<file path="config.mk">
export PLATFORM = sky130hd
export DESIGN_NAME = tlb_ctrl
export DESIGN_NICKNAME = d
export VERILOG_FILES = /design/src/rtl/tlb_ctrl.sv
export SDC_FILE = /design/constraint.sdc
export NUM_CORES = 1
export LEC_CHECK = 0
export CAP_MARGIN = 30
export CORE_AREA = 2 2 229 231
export DETAILED_ROUTE_END_ITERATION = 7
export DIE_AREA = 0 0 231 233
export PLACE_DENSITY = 0.52
export SKIP_LAST_GASP = 1
export SYNTH_ARGS = -nofsm -noshare
export SYNTH_HDL_FRONTEND = slang
export SYNTH_SLANG_ARGS = --single-unit
</file>
<file path="constraint.sdc">
create_clock -name clk -period 3.9 [get_ports clk]
set_input_delay 0.78 -clock clk [delete_from_list [all_inputs] [get_ports clk]]
set_output_delay 0.78 -clock clk [all_outputs]
set_load 0.1 [all_outputs]
</file>
<file path="src/rtl/tlb_ctrl.sv">
// tlb_ctrl
// Sequencer and arbiter that sits in front of a set-associative TLB array.
// Two translation requesters share the single lookup/fill port: port 0 is the
// instruction side and port 1 is the data side. Each accepted request runs a
// TLB lookup. A hit is answered straight away. A miss issues a page-walk
// request, and a successful walk fills the TLB using the per-set tree-PLRU
// victim. A walk fault is returned to the requester and nothing is filled.
//
// Ports
//   clk, rst_n          clock (rising edge), asynchronous active-low reset
//   req_valid/ready     per-port request handshake (bit i = port i)
//   req{0,1}_vaddr/pcid virtual address and PCID for each port
//   resp_*              one-cycle response pulse: owner id, paddr, fault
//   tlb_lk_*            lookup strobe out; hit/way/ppn come back one cycle later
//   tlb_fill_*          fill strobe with the victim way and the new entry
//   ptw_req_*           page-walk request handshake
//   ptw_resp_*          page-walk result pulse
module tlb_ctrl #(
    parameter int ADDR    = 64,
    parameter int PAGE    = 12,
    parameter int PCID    = 12,
    parameter int SET_NUM = 8,
    parameter int WAY     = 8
) (
    input  logic                    clk,
    input  logic                    rst_n,
    input  logic [1:0]              req_valid,
    output logic [1:0]              req_ready,
    input  logic [ADDR-1:0]         req0_vaddr,
    input  logic [ADDR-1:0]         req1_vaddr,
    input  logic [PCID-1:0]         req0_pcid,
    input  logic [PCID-1:0]         req1_pcid,
    output logic                    resp_valid,
    output logic                    resp_id,
    output logic [ADDR-1:0]         resp_paddr,
    output logic                    resp_fault,
    output logic                    tlb_lk_valid,
    output logic [ADDR-PAGE-1:0]    tlb_lk_vpn,
    output logic [PCID-1:0]         tlb_lk_pcid,
    input  logic                    tlb_lk_hit,
    input  logic [$clog2(WAY)-1:0]  tlb_lk_way,
    input  logic [ADDR-PAGE-1:0]    tlb_lk_ppn,
    output logic                    tlb_fill_valid,
    output logic [$clog2(WAY)-1:0]  tlb_fill_way,
    output logic [ADDR-PAGE-1:0]    tlb_fill_vpn,
    output logic [PCID-1:0]         tlb_fill_pcid,
    output logic [ADDR-PAGE-1:0]    tlb_fill_ppn,
    output logic                    ptw_req_valid,
    input  logic                    ptw_req_ready,
    output logic [ADDR-PAGE-1:0]    ptw_req_vpn,
    output logic [PCID-1:0]         ptw_req_pcid,
    input  logic                    ptw_resp_valid,
    input  logic [ADDR-PAGE-1:0]    ptw_resp_ppn,
    input  logic                    ptw_resp_fault
);

    localparam int VPN_W = ADDR - PAGE;
    localparam int SET_W = $clog2(SET_NUM);
    localparam int WAY_W = $clog2(WAY);
    localparam int NODES = WAY - 1;

    typedef enum logic [2:0] {
        IDLE,
        LOOKUP,
        CHECK,
        WALK_REQ,
        WALK_WAIT,
        FILL
    } state_t;

    state_t state_reg, state_next;

    // Latched request
    logic [ADDR-1:0]  vaddr_reg;
    logic [PCID-1:0]  pcid_reg;
    logic             id_reg;
    logic [VPN_W-1:0] ppn_reg;

    // Round-robin pointer: names the port that wins when both are valid.
    logic rr_ptr_reg;

    // Response registers
    logic             resp_valid_reg;
    logic             resp_id_reg;
    logic [ADDR-1:0]  resp_paddr_reg;
    logic             resp_fault_reg;

    // PLRU state
    logic [NODES-1:0] plru_bits [SET_NUM];
    logic [SET_W-1:0] set_idx;
    logic [NODES-1:0] plru_cur;
    logic [NODES-1:0] plru_wr_data;
    logic             plru_wr_en;
    logic [WAY_W-1:0] victim_way;

    logic [1:0] grant;
    logic       accept;

    // ------------------------------------------------------------------
    // Tree-PLRU helpers. Node n has children 2n+1 (lower half) and 2n+2
    // (upper half). The way number is built MSB first while walking down,
    // so each level consumes one way bit.
    // ------------------------------------------------------------------
    function automatic logic [WAY_W-1:0] plru_victim(input logic [NODES-1:0] bits);
        logic [WAY_W-1:0] n;
        logic [WAY_W-1:0] w;
        logic             b;
        n = '0;
        w = '0;
        for (int l = 0; l < WAY_W; l++) begin
            b = bits[n];
            w = (w << 1) | WAY_W'(b);
            // The final step may wrap; that node index is never used.
            n = (n << 1) + WAY_W'(1) + WAY_W'(b);
        end
        return w;
    endfunction

    // Point every node on the path to the accessed way at the other half.
    function automatic logic [NODES-1:0] plru_touch(input logic [NODES-1:0] bits,
                                                    input logic [WAY_W-1:0] way_sel);
        logic [NODES-1:0] r;
        logic [WAY_W-1:0] n;
        logic [WAY_W-1:0] path;
        logic             b;
        r    = bits;
        n    = '0;
        path = way_sel;
        for (int l = 0; l < WAY_W; l++) begin
            b    = path[WAY_W-1];
            r[n] = ~b;
            path = path << 1;
            n    = (n << 1) + WAY_W'(1) + WAY_W'(b);
        end
        return r;
    endfunction

    // ------------------------------------------------------------------
    // Arbitration. Grant is a pure function of req_valid and the pointer;
    // it is only exposed as ready while idle and out of reset.
    // ------------------------------------------------------------------
    always_comb begin
        grant[0] = req_valid[0] && (!req_valid[1] || !rr_ptr_reg);
        grant[1] = req_valid[1] && (!req_valid[0] ||  rr_ptr_reg);
    end

    assign req_ready = (state_reg == IDLE && rst_n) ? grant : 2'b00;
    assign accept    = |req_ready;

    // ------------------------------------------------------------------
    // Set selection and PLRU storage
    // ------------------------------------------------------------------
    assign set_idx    = vaddr_reg[PAGE +: SET_W];
    assign plru_cur   = plru_bits[set_idx];
    assign victim_way = plru_victim(plru_cur);

    genvar gi;
    generate
        for (gi = 0; gi < SET_NUM; gi++) begin : g_plru
            logic [NODES-1:0] bits_reg;

            always_ff @(posedge clk or negedge rst_n) begin
                if (!rst_n) begin
                    bits_reg <= '0;
                end else if (plru_wr_en && set_idx == SET_W'(gi)) begin
                    bits_reg <= plru_wr_data;
                end
            end

            assign plru_bits[gi] = bits_reg;
        end
    endgenerate

    // ------------------------------------------------------------------
    // FSM: state register
    // ------------------------------------------------------------------
    always_ff @(posedge clk or negedge rst_n) begin
        if (!rst_n) begin
            state_reg <= IDLE;
        end else begin
            state_reg <= state_next;
        end
    end

    // ------------------------------------------------------------------
    // FSM: next state, strobes and PLRU write
    // ------------------------------------------------------------------
    always_comb begin
        state_next     = state_reg;
        tlb_lk_valid   = 1'b0;
        ptw_req_valid  = 1'b0;
        tlb_fill_valid = 1'b0;
        plru_wr_en     = 1'b0;
        plru_wr_data   = plru_cur;

        case (state_reg)
            IDLE: begin
                if (accept) begin
                    state_next = LOOKUP;
                end
            end
            LOOKUP: begin
                tlb_lk_valid = 1'b1;
                state_next   = CHECK;
            end
            CHECK: begin
                if (tlb_lk_hit) begin
                    plru_wr_en   = 1'b1;
                    plru_wr_data = plru_touch(plru_cur, tlb_lk_way);
                    state_next   = IDLE;
                end else begin
                    state_next = WALK_REQ;
                end
            end
            WALK_REQ: begin
                ptw_req_valid = 1'b1;
                if (ptw_req_ready) begin
                    state_next = WALK_WAIT;
                end
            end
            WALK_WAIT: begin
                if (ptw_resp_valid) begin
                    state_next = ptw_resp_fault ? IDLE : FILL;
                end
            end
            FILL: begin
                tlb_fill_valid = 1'b1;
                plru_wr_en     = 1'b1;
                plru_wr_data   = plru_touch(plru_cur, victim_way);
                state_next     = IDLE;
            end
            default: begin
                state_next = IDLE;
            end
        endcase
    end

    // ------------------------------------------------------------------
    // Datapath: request latch, arbitration pointer, response
    // ------------------------------------------------------------------
    always_ff @(posedge clk or negedge rst_n) begin
        if (!rst_n) begin
            vaddr_reg      <= '0;
            pcid_reg       <= '0;
            id_reg         <= 1'b0;
            ppn_reg        <= '0;
            rr_ptr_reg     <= 1'b0;
            resp_valid_reg <= 1'b0;
            resp_id_reg    <= 1'b0;
            resp_paddr_reg <= '0;
            resp_fault_reg <= 1'b0;
        end else begin
            resp_valid_reg <= 1'b0;

            case (state_reg)
                IDLE: begin
                    if (accept) begin
                        // req_ready is one-hot here, so bit 1 names the winner.
                        vaddr_reg  <= req_ready[1] ? req1_vaddr : req0_vaddr;
                        pcid_reg   <= req_ready[1] ? req1_pcid  : req0_pcid;
                        id_reg     <= req_ready[1];
                        rr_ptr_reg <= ~req_ready[1];
                    end
                end
                CHECK: begin
                    if (tlb_lk_hit) begin
                        resp_valid_reg <= 1'b1;
                        resp_id_reg    <= id_reg;
                        resp_paddr_reg <= {tlb_lk_ppn, vaddr_reg[PAGE-1:0]};
                        resp_fault_reg <= 1'b0;
                    end
                end
                WALK_WAIT: begin
                    if (ptw_resp_valid) begin
                        if (ptw_resp_fault) begin
                            resp_valid_reg <= 1'b1;
                            resp_id_reg    <= id_reg;
                            resp_paddr_reg <= '0;
                            resp_fault_reg <= 1'b1;
                        end else begin
                            ppn_reg <= ptw_resp_ppn;
                        end
                    end
                end
                FILL: begin
                    resp_valid_reg <= 1'b1;
                    resp_id_reg    <= id_reg;
                    resp_paddr_reg <= {ppn_reg, vaddr_reg[PAGE-1:0]};
                    resp_fault_reg <= 1'b0;
                end
                default: begin
                end
            endcase
        end
    end

    // ------------------------------------------------------------------
    // Outputs. The lookup, walk and fill ports all carry the latched
    // request; their strobes say when the content is meaningful.
    // ------------------------------------------------------------------
    assign resp_valid    = resp_valid_reg;
    assign resp_id       = resp_id_reg;
    assign resp_paddr    = resp_paddr_reg;
    assign resp_fault    = resp_fault_reg;

    assign tlb_lk_vpn    = vaddr_reg[ADDR-1:PAGE];
    assign tlb_lk_pcid   = pcid_reg;

    assign ptw_req_vpn   = vaddr_reg[ADDR-1:PAGE];
    assign ptw_req_pcid  = pcid_reg;

    assign tlb_fill_way  = victim_way;
    assign tlb_fill_vpn  = vaddr_reg[ADDR-1:PAGE];
    assign tlb_fill_pcid = pcid_reg;
    assign tlb_fill_ppn  = ppn_reg;

endmodule

</file>
==> impl_results.rst, run 1 <==
.. list-table::
   :header-rows: 1

   * - Metric
     - Value
   * - Max capacitance violation total
     - 0
   * - Pin count of the biggest net entering global routing
     - 136
   * - Count of buffers from port buffering
     - approximately 600
   * - Vias in the first global route
     - around 11000
   * - Die width
     - 231 um
   * - Latest clock arrival within the worst-skew pair
     - ~600 ps
   * - Origin of the critical flop-to-flop path
     - vaddr_reg[12]
   * - Crit path time final
     - 4270 ps
   * - Register-to-register setup slack
     - 510 ps
   * - Count of synthesis-stage warnings from yosys
     - 0
   * - TritonCTS clock tree
     - built
   * - Worst path max stage delay
     - ~560 ps
   * - Critical Path, Cell by Cell
     - mux4_2, mux2i_4, or4b_4, and2_4, inv_2, ha_4, nand2_1, o211a_4, a31oi_4, clkinvlp_4, buf_12
   * - # hold bufs at CTS
     - 0
   * - Endpoint kind of the worst setup timing path
     - output pin
   * - Violations in the final reports
     - setup timing
   * - FF+latch count, synth
     - roughly 260
   * - Final hold viol count
     - 0
   * - Floorplan core area
     - between 0.05 and 0.06 mm2
   * - Count of final setup violators
     - 1
   * - Dominant register cell in the synthesized netlist
     - sky130_fd_sc_hd__dfrtp_1
   * - Fin nets
     - between 1500 and 2000
   * - Overall track demand over capacity in global routing
     - 17.6%
   * - Global-route congestion overflow total
     - 0
   * - Count of antenna-violating nets left after detailed routing
     - 0
   * - Status
     - complete, but fails checks
   * - Die Y
     - ~230 um
   * - Highest Clock Rate
     - around 230 MHz
   * - Reg2reg path depth
     - 12
   * - Clock slew at the register clock pins of the worst setup and hold paths
     - ~60 ps
   * - Number of levels the H-tree was split into
     - 1
   * - Worst rel slew slack
     - 30.5%
   * - Routed length per instance
     - 20.9 um
   * - Starting utilization of the core area
     - between 20 and 25%
   * - Highest net fanout along the worst path
     - 5
   * - Half-perimeter wire length of the detailed placement result
     - between 30 and 40 mm
   * - Number of buffers created by CTS
     - 31
   * - Clock sink total
     - approximately 260
   * - Critical Path Source Type
     - flop
   * - Total length of routed wires
     - around 50 mm
   * - Initial antenna violation count
     - 6
   * - Pins Over Slew Limit
     - 0
   * - Placement Cell Area
     - 0.0186 mm2
   * - Overall die area
     - between 0.05 and 0.06 mm2
   * - Maximum buffer depth of the clock tree
     - 3
   * - DRC
     - 0
   * - Worst Setup Path Type
     - flop to output pin
   * - Number of flops mapped to enable cells by yosys
     - 0
   * - Final Worst Setup Slack
     - -365 ps
   * - Crit path buf inv count
     - 3
   * - Root buffer cell
     - sky130_fd_sc_hd__clkbuf_16
   * - Post-Route Utilization
     - about 39%
   * - Top-level port count
     - a little under 600
   * - Number of standard cells after synthesis
     - between 1000 and 1500
   * - RR Endpoint
     - g_plru[0].bits_reg[5]
   * - Required time at the endpoint of the critical path
     - roughly 3100 ps
   * - Period Utilization, post-route
     - 109%
   * - Wire length of the first global-routing pass
     - 71.8 mm
   * - Most common cell after layout, fill and taps aside
     - sky130_fd_sc_hd__clkdlybuf4s50_1
   * - Total vias in the final route
     - around 11000
   * - Most frequent cells in the layout
     - 554 x sky130_fd_sc_hd__clkdlybuf4s50_1, 255 x sky130_fd_sc_hd__dfrtp_1, 217 x sky130_fd_sc_hd__nand2_1
   * - Placer's final routability congestion estimate
     - 0.802
   * - Post-layout instance area
     - 0.0197 mm2
   * - Tightest Pin Transition
     - approximately 1000 ps
   * - Sequential fraction of the synthesis area
     - between 50% and 60%
   * - Critical path arrival
     - approximately 3500 ps
   * - Post-Syn Nets
     - between 1500 and 2000
   * - Worst clock skew
     - roughly 22 ps
   * - Standard-cell rows
     - 83
   * - Number of design-rule violations left by the first detailed-router iteration
     - between 600 and 700
   * - Worst path slowest cell
     - sky130_fd_sc_hd__mux4_2
   * - Worst Hold Class
     - input pin to asynchronous set/reset pin
   * - Drt first pass iters
     - 5
   * - Post-synthesis cell type count
     - between 50 and 60
   * - Gate family responsible for the most delay along the worst path
     - simple AND/OR/NAND/NOR gates
   * - Proportion of layout cells with a drive suffix above 1
     - approximately 14%
   * - Fill cell total of the finished layout
     - about 5100
   * - Per-instance average area after synthesis
     - 9.88 um2
   * - Footprint of the flip-flops and latches
     - about 0.0064 mm2
   * - Area overhead of the layout relative to synthesis
     - 57.7%
   * - Async S/R FF share, synth
     - between 90% and 100%
   * - Area of the mapped netlist
     - 0.0125 mm2
   * - Mean number of vias per cell
     - between 4 and 5
   * - Area of the multi-input gates
     - between 0.004 and 0.005 mm2
   * - Worst setup timing slack at the placement stage
     - 30.2 ps
   * - Unrepaired setup endpoints after global routing
     - yes
==> Yosys cell counts, drive strengths merged, types with 3 or more instances <==
master,number,area share (%)
dfrtp,256,51
clkbuf,59,1.8
mux2i,17,1.5
buf,199,11
inv,18,0.54
ha,7,0.70
and3,5,0.25
o22ai,4,0.20
a22oi,75,4.5
mux2,54,4.9
nor2,150,4.5
a31oi,5,0.35
nand2,218,6.5
o21ai,32,1.3
nor4,3,0.15
nand3,19,0.76
nor3,7,0.28
a21oi,42,1.7
a221oi,53,3.8
mux4,8,1.4
==> worst reg2reg max path, cell delays in order (launching register included) <==
cell	delay, ps
sky130_fd_sc_hd__dfrtp_2	420
sky130_fd_sc_hd__mux4_2	560
sky130_fd_sc_hd__mux2i_4	170
sky130_fd_sc_hd__or4b_4	490
sky130_fd_sc_hd__and2_4	180
sky130_fd_sc_hd__inv_2	50
sky130_fd_sc_hd__ha_4	210
sky130_fd_sc_hd__nand2_1	90
sky130_fd_sc_hd__o211a_4	190
sky130_fd_sc_hd__a31oi_4	110
sky130_fd_sc_hd__buf_4	150
sky130_fd_sc_hd__a31oi_2	470
sky130_fd_sc_hd__a21oi_1	140
==> how the worst max path moves through the flow <==
stage / start / slack (ps) / cells after the start / end
floorplan: vaddr_reg[12] / -140 / 11 / tlb_fill_way[0]
global placement: vaddr_reg[12] / 80 / 11 / tlb_fill_way[0]
detailed placement: vaddr_reg[12] / 30 / 11 / tlb_fill_way[0]
CTS: vaddr_reg[12] / -440 / 11 / tlb_fill_way[0]
global route: vaddr_reg[12] / -510 / 11 / tlb_fill_way[0]
finish: vaddr_reg[12] / -370 / 11 / tlb_fill_way[0]
==> layout make-up <==
class | instances | area share [%]
Antenna cell | 1 | 0.0127
Clock buffer | 43 | 4.67
Clock inverter | 12 | 0.812
Inverter | 19 | 0.381
Multi-Input combinational cell | 733 | 22.7
Sequential cell | 256 | 32.5
Tap cell | 680 | 4.31
Timing Repair Buffer | 647 | 34.7
==> routing by layer <==
metal / global-route usage (%) / vias to the layer above / share of wire [%]
met4: 4.70 / 10 / 2.7
met1: 21.5 / 5212 / 40
li1: - / 5019 / -
met3: 5.38 / 71 / 8.6
met2: 30.0 / 430 / 49
met5: 0 / - / 0.14
==> stage by stage <==
step | std cells | hold WS [ps] | TNS, ps
floorplan | 1266 | 439 | -139
global placement | 2305 | 446 | 0
detailed placement | 2328 | 457 | 0
CTS | 2389 | 395 | -442
global route | 2390 | 441 | -506
finish | 2391 | 400 | -365
==> cells by family (layout without fill, tap and decap cells) <==
family | count (synthesis) | count (layout) | synth area share (%)
and+or+nand+nor | 420 | 420 | 13.5
xor gates and xnor gates | 2 | 2 | 0.140
AOI/OAI and AO/OA | 225 | 225 | 12.9
DFF | 256 | 256 | 51.2
other | 0 | 1 | 0
muxes | 79 | 79 | 7.76
buffers and inverters | 277 | 721 | 13.8
adders and majority gates | 7 | 7 | 0.700
==> timing repair <==
item | CTS | global route
buffers inserted | 6 | 1
setup endpoints to repair | 1 | 1
pin swaps | 2 | 1
gates resized for setup | 4 | 1
Power of run 1 is left out: the tool's default activity adds up to more than one toggle a clock period on the data nets, which glitch-free logic cannot reach.
==> inputs of run 2 (changes only) <==
--- a/config.mk
+++ b/config.mk
@@ -9,6 +9,7 @@
 export CORE_AREA = 2 2 229 231
 export DETAILED_ROUTE_END_ITERATION = 7
 export DIE_AREA = 0 0 231 233
+export GPL_TIMING_DRIVEN = 0
 export PLACE_DENSITY = 0.52
 export SKIP_LAST_GASP = 1
 export SYNTH_ARGS = -nofsm -noshare
==> impl_results.rst, run 2 (same netlist as run 1, synthesis figures left out) <==
.. list-table::
   :header-rows: 1

   * - Metric
     - Value
   * - Status
     - complete, but fails checks
   * - Violations in the final reports
     - setup timing
   * - Number of buffers created by CTS
     - 31 (unchanged)
   * - Highest Clock Rate
     - 230 MHz (-1.9%)
   * - Mean number of vias per cell
     - 4.42 (-1.7%)
   * - Initial antenna violation count
     - 9 (+3)
   * - Clock slew at the register clock pins of the worst setup and hold paths
     - 60 ps (about the same)
   * - Latest clock arrival within the worst-skew pair
     - 570 ps (-20 ps)
   * - Worst Hold Class
     - input pin to asynchronous set/reset pin
   * - Vias in the first global route
     - 11901 (+8.0%)
   * - Half-perimeter wire length of the detailed placement result
     - 42.7 mm (+14%)
   * - Wire length of the first global-routing pass
     - 77.9 mm (+8.4%)
   * - Root buffer cell
     - sky130_fd_sc_hd__clkbuf_16
   * - Unrepaired setup endpoints after global routing
     - yes
   * - Pin count of the biggest net entering global routing
     - 109 (-20%)
   * - Global-route congestion overflow total
     - 0 (unchanged)
   * - Routed length per instance
     - 20.3 um (-2.9%)
   * - Proportion of layout cells with a drive suffix above 1
     - 19.7% (+5.7 points)
   * - Starting utilization of the core area
     - 24.5% (unchanged)
   * - Count of antenna-violating nets left after detailed routing
     - 0 (unchanged)
   * - Highest net fanout along the worst path
     - 6 (+1)
   * - Tightest Pin Transition
     - 1050 ps (+10.6 ps)
   * - Required time at the endpoint of the critical path
     - 3120 ps (about the same)
   * - Most common cell after layout, fill and taps aside
     - sky130_fd_sc_hd__clkdlybuf4s50_1
   * - # hold bufs at CTS
     - 0 (unchanged)
   * - Count of buffers from port buffering
     - 585 (unchanged)
   * - Critical Path Source Type
     - flop
   * - Post-Route Utilization
     - 42.6% (+4.0 points)
   * - Maximum buffer depth of the clock tree
     - 3 (unchanged)
   * - Standard-cell rows
     - 83 (unchanged)
   * - Worst Setup Path Type
     - flop to output pin
   * - Period Utilization, post-route
     - 111% (+2.1 points)
   * - Floorplan core area
     - 0.0511 mm2 (unchanged)
   * - Die width
     - 231 um (unchanged)
   * - Die Y
     - 233 um (unchanged)
   * - Drt first pass iters
     - 5 (unchanged)
   * - Critical path arrival
     - 3570 ps (+80 ps)
   * - Area overhead of the layout relative to synthesis
     - 74.1%
   * - Worst rel slew slack
     - 29.7% (-0.71 points)
   * - Fill cell total of the finished layout
     - 4960 (-2.5%)
   * - Number of design-rule violations left by the first detailed-router iteration
     - 639 (+4.2%)
   * - Overall track demand over capacity in global routing
     - 19.2% (+1.6 points)
   * - TritonCTS clock tree
     - built
   * - Placer's final routability congestion estimate
     - 0.831 (+3.6%)
   * - Final sum of negative setup slack
     - -448 ps (-82.7 ps)
   * - Crit path time final
     - 4350 ps (+82.7 ps)
   * - Worst clock skew
     - 8.71 ps (-13.6 ps)
   * - Final hold viol count
     - 0 (unchanged)
   * - Max capacitance violation total
     - 0 (unchanged)
   * - Pins Over Slew Limit
     - 0 (unchanged)
   * - Count of final setup violators
     - 1 (unchanged)
   * - Final Worst Setup Slack
     - -448 ps (-82.7 ps)
   * - Total vias in the final route
     - 11695 (+8.9%)
   * - Most frequent cells in the layout
     - 578 x sky130_fd_sc_hd__clkdlybuf4s50_1, 255 x sky130_fd_sc_hd__dfrtp_1, 217 x sky130_fd_sc_hd__nand2_1
   * - DRC
     - 0 (unchanged)
   * - Clock sink total
     - 256 (unchanged)
   * - Number of levels the H-tree was split into
     - 1 (unchanged)
   * - Total length of routed wires
     - 53.7 mm (+7.5%)
   * - Top-level port count
     - 586 (unchanged)
   * - Endpoint kind of the worst setup timing path
     - output pin
   * - Fin nets
     - 2216 (+13%)
   * - Overall die area
     - 0.0538 mm2 (unchanged)
-- run 2: changes by cell type in the layout (fill, tap and decap cells not counted), sizes merged, moves of 2 or more --
cell / change
bufinv: -2
buf: +176
clkdlybuf4s50: +24
inv: -2
diode: +4
clkbuf: +57
-- run 2: cell type report --
| class | count | area, um2 | area share, % |
|---|---|---|---|
| Timing Repair Buffer | 648 | 7380 | 33.9 |
| Sequential cell | 256 | 6410 | 29.4 |
| Multi-Input combinational cell | 733 | 4470 | 20.5 |
| Buffer | 253 | 1650 | 7.56 |
| Clock buffer | 47 | 876 | 4.02 |
| Tap cell | 680 | 851 | 3.91 |
| Inverter | 19 | 77.6 | 0.356 |
| Clock inverter | 6 | 62.6 | 0.287 |
| Antenna cell | 5 | 12.5 | 0.0574 |
-- run 2: worst max-delay path, stage by stage (launching register included) --
cell                         delay [ps]
sky130_fd_sc_hd__dfrtp_1            370
sky130_fd_sc_hd__buf_8              150
sky130_fd_sc_hd__mux4_2             550
sky130_fd_sc_hd__mux2i_4            170
sky130_fd_sc_hd__or4b_4             490
sky130_fd_sc_hd__and2_4             190
sky130_fd_sc_hd__inv_4               50
sky130_fd_sc_hd__ha_4               160
sky130_fd_sc_hd__nand2_2             50
sky130_fd_sc_hd__o211a_1            270
sky130_fd_sc_hd__a31oi_4            230
sky130_fd_sc_hd__clkinvlp_4         130
sky130_fd_sc_hd__buf_12             170
-- run 2: path summary, 6_finish.rpt --
check                              start               endpoint  slack, ps  depth (start not counted)
max                        vaddr_reg[12]        tlb_fill_way[0]       -450                         12
min                                rst_n        ptw_req_pcid[6]        100                          1
max reg2reg                vaddr_reg[12]  g_plru[3].bits_reg[5]        360                         13
min reg2reg                 vaddr_reg[0]          resp_paddr[0]        470                          2
max in group asynchronous          rst_n         resp_paddr[59]       2870                          2
min in group clk            vaddr_reg[0]          resp_paddr[0]        470                          2
-- run 2: through the flow --
stage / setup slack, ps / area (um2) / hold slack [ps] / cells
2_1_floorplan: -139 / 12500 / 439 / 1266
3_3_place_gp: -11010 / 19300 / 450 / 2531
4_1_cts: -527 / 21700 / 68.2 / 2638
5_1_grt: -558 / 21800 / 95.4 / 2645
6_report: -448 / 21800 / 103 / 2647
3_5_place_dp: -1520 / 20600 / 454 / 2581
-- run 2: per-layer routing --
metal	vias up	global-route usage [%]	routed length, um
met3	72	5.89	4320
met2	441	33.3	26900
met1	5644	22.9	21100
li1	5528	-	-
met4	10	5.10	1260
met5	-	0	69
-- run 2: repair_timing --
action / in CTS / in global routing
pin swaps: 3 / 4
buffers inserted: 9 / 1
endpoints found under the setup margin: 7 / 1
resized for setup: 51 / 3
Power of run 2 is left out for the same reason.
==> inputs of run 3 (changes only) <==
--- a/config.mk
+++ b/config.mk
@@ -6,9 +6,9 @@
 export NUM_CORES = 1
 export LEC_CHECK = 0
 export CAP_MARGIN = 30
-export CORE_AREA = 2 2 229 231
+export CORE_AREA = 3 3 230 232
 export DETAILED_ROUTE_END_ITERATION = 7
-export DIE_AREA = 0 0 231 233
+export DIE_AREA = 0 0 233 235
 export GPL_TIMING_DRIVEN = 0
 export PLACE_DENSITY = 0.52
 export SKIP_LAST_GASP = 1
==> impl_results.rst, run 3 (same netlist as run 1, synthesis figures left out) <==
.. list-table::
   :header-rows: 1

   * - Metric
     - Value
   * - Status
     - complete, but fails checks
   * - Violations in the final reports
     - setup timing
   * - Vias in the first global route
     - 12390 (+4.1%)
   * - Floorplan core area
     - 0.0512 mm2 (+0.20%)
   * - Tightest Pin Transition
     - 1040 ps (-6.36 ps)
   * - Placer's final routability congestion estimate
     - 0.820 (-1.3%)
   * - Post-Route Utilization
     - 42.4% (-0.26 points)
   * - # hold bufs at CTS
     - 0 (unchanged)
   * - Final hold viol count
     - 0 (unchanged)
   * - Period Utilization, post-route
     - 113% (+1.3 points)
   * - Crit path time final
     - 4400 ps (+51.6 ps)
   * - Mean number of vias per cell
     - 4.45 (+0.75%)
   * - Standard-cell rows
     - 83 (unchanged)
   * - Routed length per instance
     - 20.7 um (+1.9%)
   * - Count of final setup violators
     - 1 (unchanged)
   * - Worst Hold Class
     - input pin to asynchronous set/reset pin
   * - Endpoint kind of the worst setup timing path
     - output pin
   * - Number of design-rule violations left by the first detailed-router iteration
     - 597 (-6.6%)
   * - Critical path arrival
     - 3620 ps (+50 ps)
   * - Unrepaired setup endpoints after global routing
     - yes
   * - Latest clock arrival within the worst-skew pair
     - 560 ps (about the same)
   * - Worst rel slew slack
     - 30.2% (+0.43 points)
   * - Wire length of the first global-routing pass
     - 80.6 mm (+3.5%)
   * - Fin nets
     - 2211 (-0.23%)
   * - Root buffer cell
     - sky130_fd_sc_hd__clkbuf_16
   * - Drt first pass iters
     - 4 (-1)
   * - Highest Clock Rate
     - 227 MHz (-1.2%)
   * - Max capacitance violation total
     - 0 (unchanged)
   * - Count of buffers from port buffering
     - 585 (unchanged)
   * - Area of the multi-input gates
     - 0.00449 mm2 (+0.42%)
   * - Number of buffers created by CTS
     - 31 (unchanged)
   * - Final Worst Setup Slack
     - -500 ps (-51.6 ps)
   * - TritonCTS clock tree
     - built
   * - Footprint of the flip-flops and latches
     - 0.00641 mm2 (unchanged)
   * - Area overhead of the layout relative to synthesis
     - 73.4%
   * - Top-level port count
     - 586 (unchanged)
   * - Origin of the critical flop-to-flop path
     - vaddr_reg[12]
   * - Starting utilization of the core area
     - 24.4% (-0.050 points)
   * - Register-to-register setup slack
     - 390 ps (+30 ps)
   * - Fill cell total of the finished layout
     - 4965 (+0.10%)
   * - Required time at the endpoint of the critical path
     - 3120 ps (about the same)
   * - Highest net fanout along the worst path
     - 5 (-1)
   * - Die Y
     - 235 um (+0.86%)
   * - Proportion of layout cells with a drive suffix above 1
     - 19.9% (+0.20 points)
   * - Count of antenna-violating nets left after detailed routing
     - 0 (unchanged)
   * - Pin count of the biggest net entering global routing
     - 105 (-3.7%)
   * - Die width
     - 233 um (+0.87%)
   * - Number of levels the H-tree was split into
     - 1 (unchanged)
   * - Overall die area
     - 0.0548 mm2 (+1.7%)
   * - DRC
     - 0 (unchanged)
   * - Worst clock skew
     - 13.7 ps (+4.99 ps)
   * - Overall track demand over capacity in global routing
     - 19.3% (+0.12 points)
   * - Most common cell after layout, fill and taps aside
     - sky130_fd_sc_hd__clkdlybuf4s50_1
   * - Pins Over Slew Limit
     - 0 (unchanged)
   * - Reg2reg path depth
     - 13 (unchanged)
   * - Clock slew at the register clock pins of the worst setup and hold paths
     - 60 ps (about the same)
   * - Worst Setup Path Type
     - flop to output pin
   * - Clock sink total
     - 256 (unchanged)
   * - Global-route congestion overflow total
     - 0 (unchanged)
   * - Total length of routed wires
     - 54.6 mm (+1.7%)
   * - RR Endpoint
     - g_plru[1].bits_reg[5]
   * - Most frequent cells in the layout
     - 578 x sky130_fd_sc_hd__clkdlybuf4s50_1, 255 x sky130_fd_sc_hd__dfrtp_1, 218 x sky130_fd_sc_hd__nand2_1
   * - Maximum buffer depth of the clock tree
     - 3 (unchanged)
   * - Half-perimeter wire length of the detailed placement result
     - 43.4 mm (+1.6%)
   * - Total vias in the final route
     - 11751 (+0.48%)
   * - Critical Path Source Type
     - flop
   * - Initial antenna violation count
     - 8 (-1)
run 3: cell count changes in the layout (fill, tap and decap cells not counted), sizes merged:
| cell | previous run | this run |
|---|---|---|
| buf | 269 | 262 |
| bufbuf | 0 | 1 |
| diode | 5 | 3 |
| clkinv | 5 | 8 |
| clkinvlp | 1 | 3 |
| clkbuf | 100 | 93 |
| bufinv | 1 | 4 |
run 3: what timing repair did:
| action | in CTS | in global routing |
|---|---|---|
| endpoints found under the setup margin | 76 | 4 |
| cloned | 1 | 0 |
| resized for setup | 49 | 6 |
| pin swaps | 2 | 3 |
| hold endpoints to repair | 0 | 0 |
| buffers inserted | 10 | 3 |
run 3: how the worst max path moves through the flow:
| stage | startpoint | to | slack, ps | depth (start not counted) |
|---|---|---|---|---|
| 6_report | vaddr_reg[12] | tlb_fill_way[0] | -500 | 12 |
| 5_1_grt | vaddr_reg[12] | tlb_fill_way[0] | -630 | 12 |
| 4_1_cts | vaddr_reg[12] | tlb_fill_way[0] | -530 | 12 |
| 3_5_place_dp | rst_n | req_ready[1] | -2340 | 7 |
| 3_3_place_gp | rst_n | req_ready[1] | -11280 | 6 |
| 2_1_floorplan | vaddr_reg[12] | tlb_fill_way[0] | -140 | 11 |
run 3: worst max-delay path: stages, from the launching register on:
cell and delay (ps):
sky130_fd_sc_hd__dfrtp_1 380, sky130_fd_sc_hd__buf_8 140, sky130_fd_sc_hd__mux4_2 550, sky130_fd_sc_hd__mux2i_4 190
sky130_fd_sc_hd__or4b_4 490, sky130_fd_sc_hd__and2_4 190, sky130_fd_sc_hd__inv_2 60, sky130_fd_sc_hd__ha_4 210
sky130_fd_sc_hd__a31oi_4 140, sky130_fd_sc_hd__nand3_2 120, sky130_fd_sc_hd__a31oi_4 260, sky130_fd_sc_hd__clkinvlp_4 150
sky130_fd_sc_hd__buf_12 180
run 3: cell type report:
type | count | area share, %
Timing Repair Buffer | 643 | 33.2
Sequential cell | 256 | 29.5
Multi-Input combinational cell | 733 | 20.7
Buffer | 253 | 7.59
Tap cell | 680 | 3.92
Clock buffer | 39 | 3.85
Clock inverter | 14 | 0.825
Inverter | 19 | 0.346
Antenna cell | 3 | 0.0346
run 3: metrics by stage:
step	instance area [um2]	setup WS, ps	hold WS [ps]	TNS (ps)	cells
final	21700	-500	152	-500	2640
after global routing	21700	-629	136	-629	2639
after CTS	21600	-535	123	-681	2633
after detailed placement	20400	-2340	458	-77780	2574
after global placement	19300	-11280	451	-3298440	2531
after floorplan	12500	-139	439	-139	1266
run 3: metal layers:
layer	vias up	global-route usage (%)	part of all wire [%]
met4	10	5.10	2.9
met5	-	0	0.13
met1	5711	22.1	38
met2	424	34.3	50
met3	76	6.24	8.8
li1	5530	-	-
Power of run 3 is left out for the same reason.
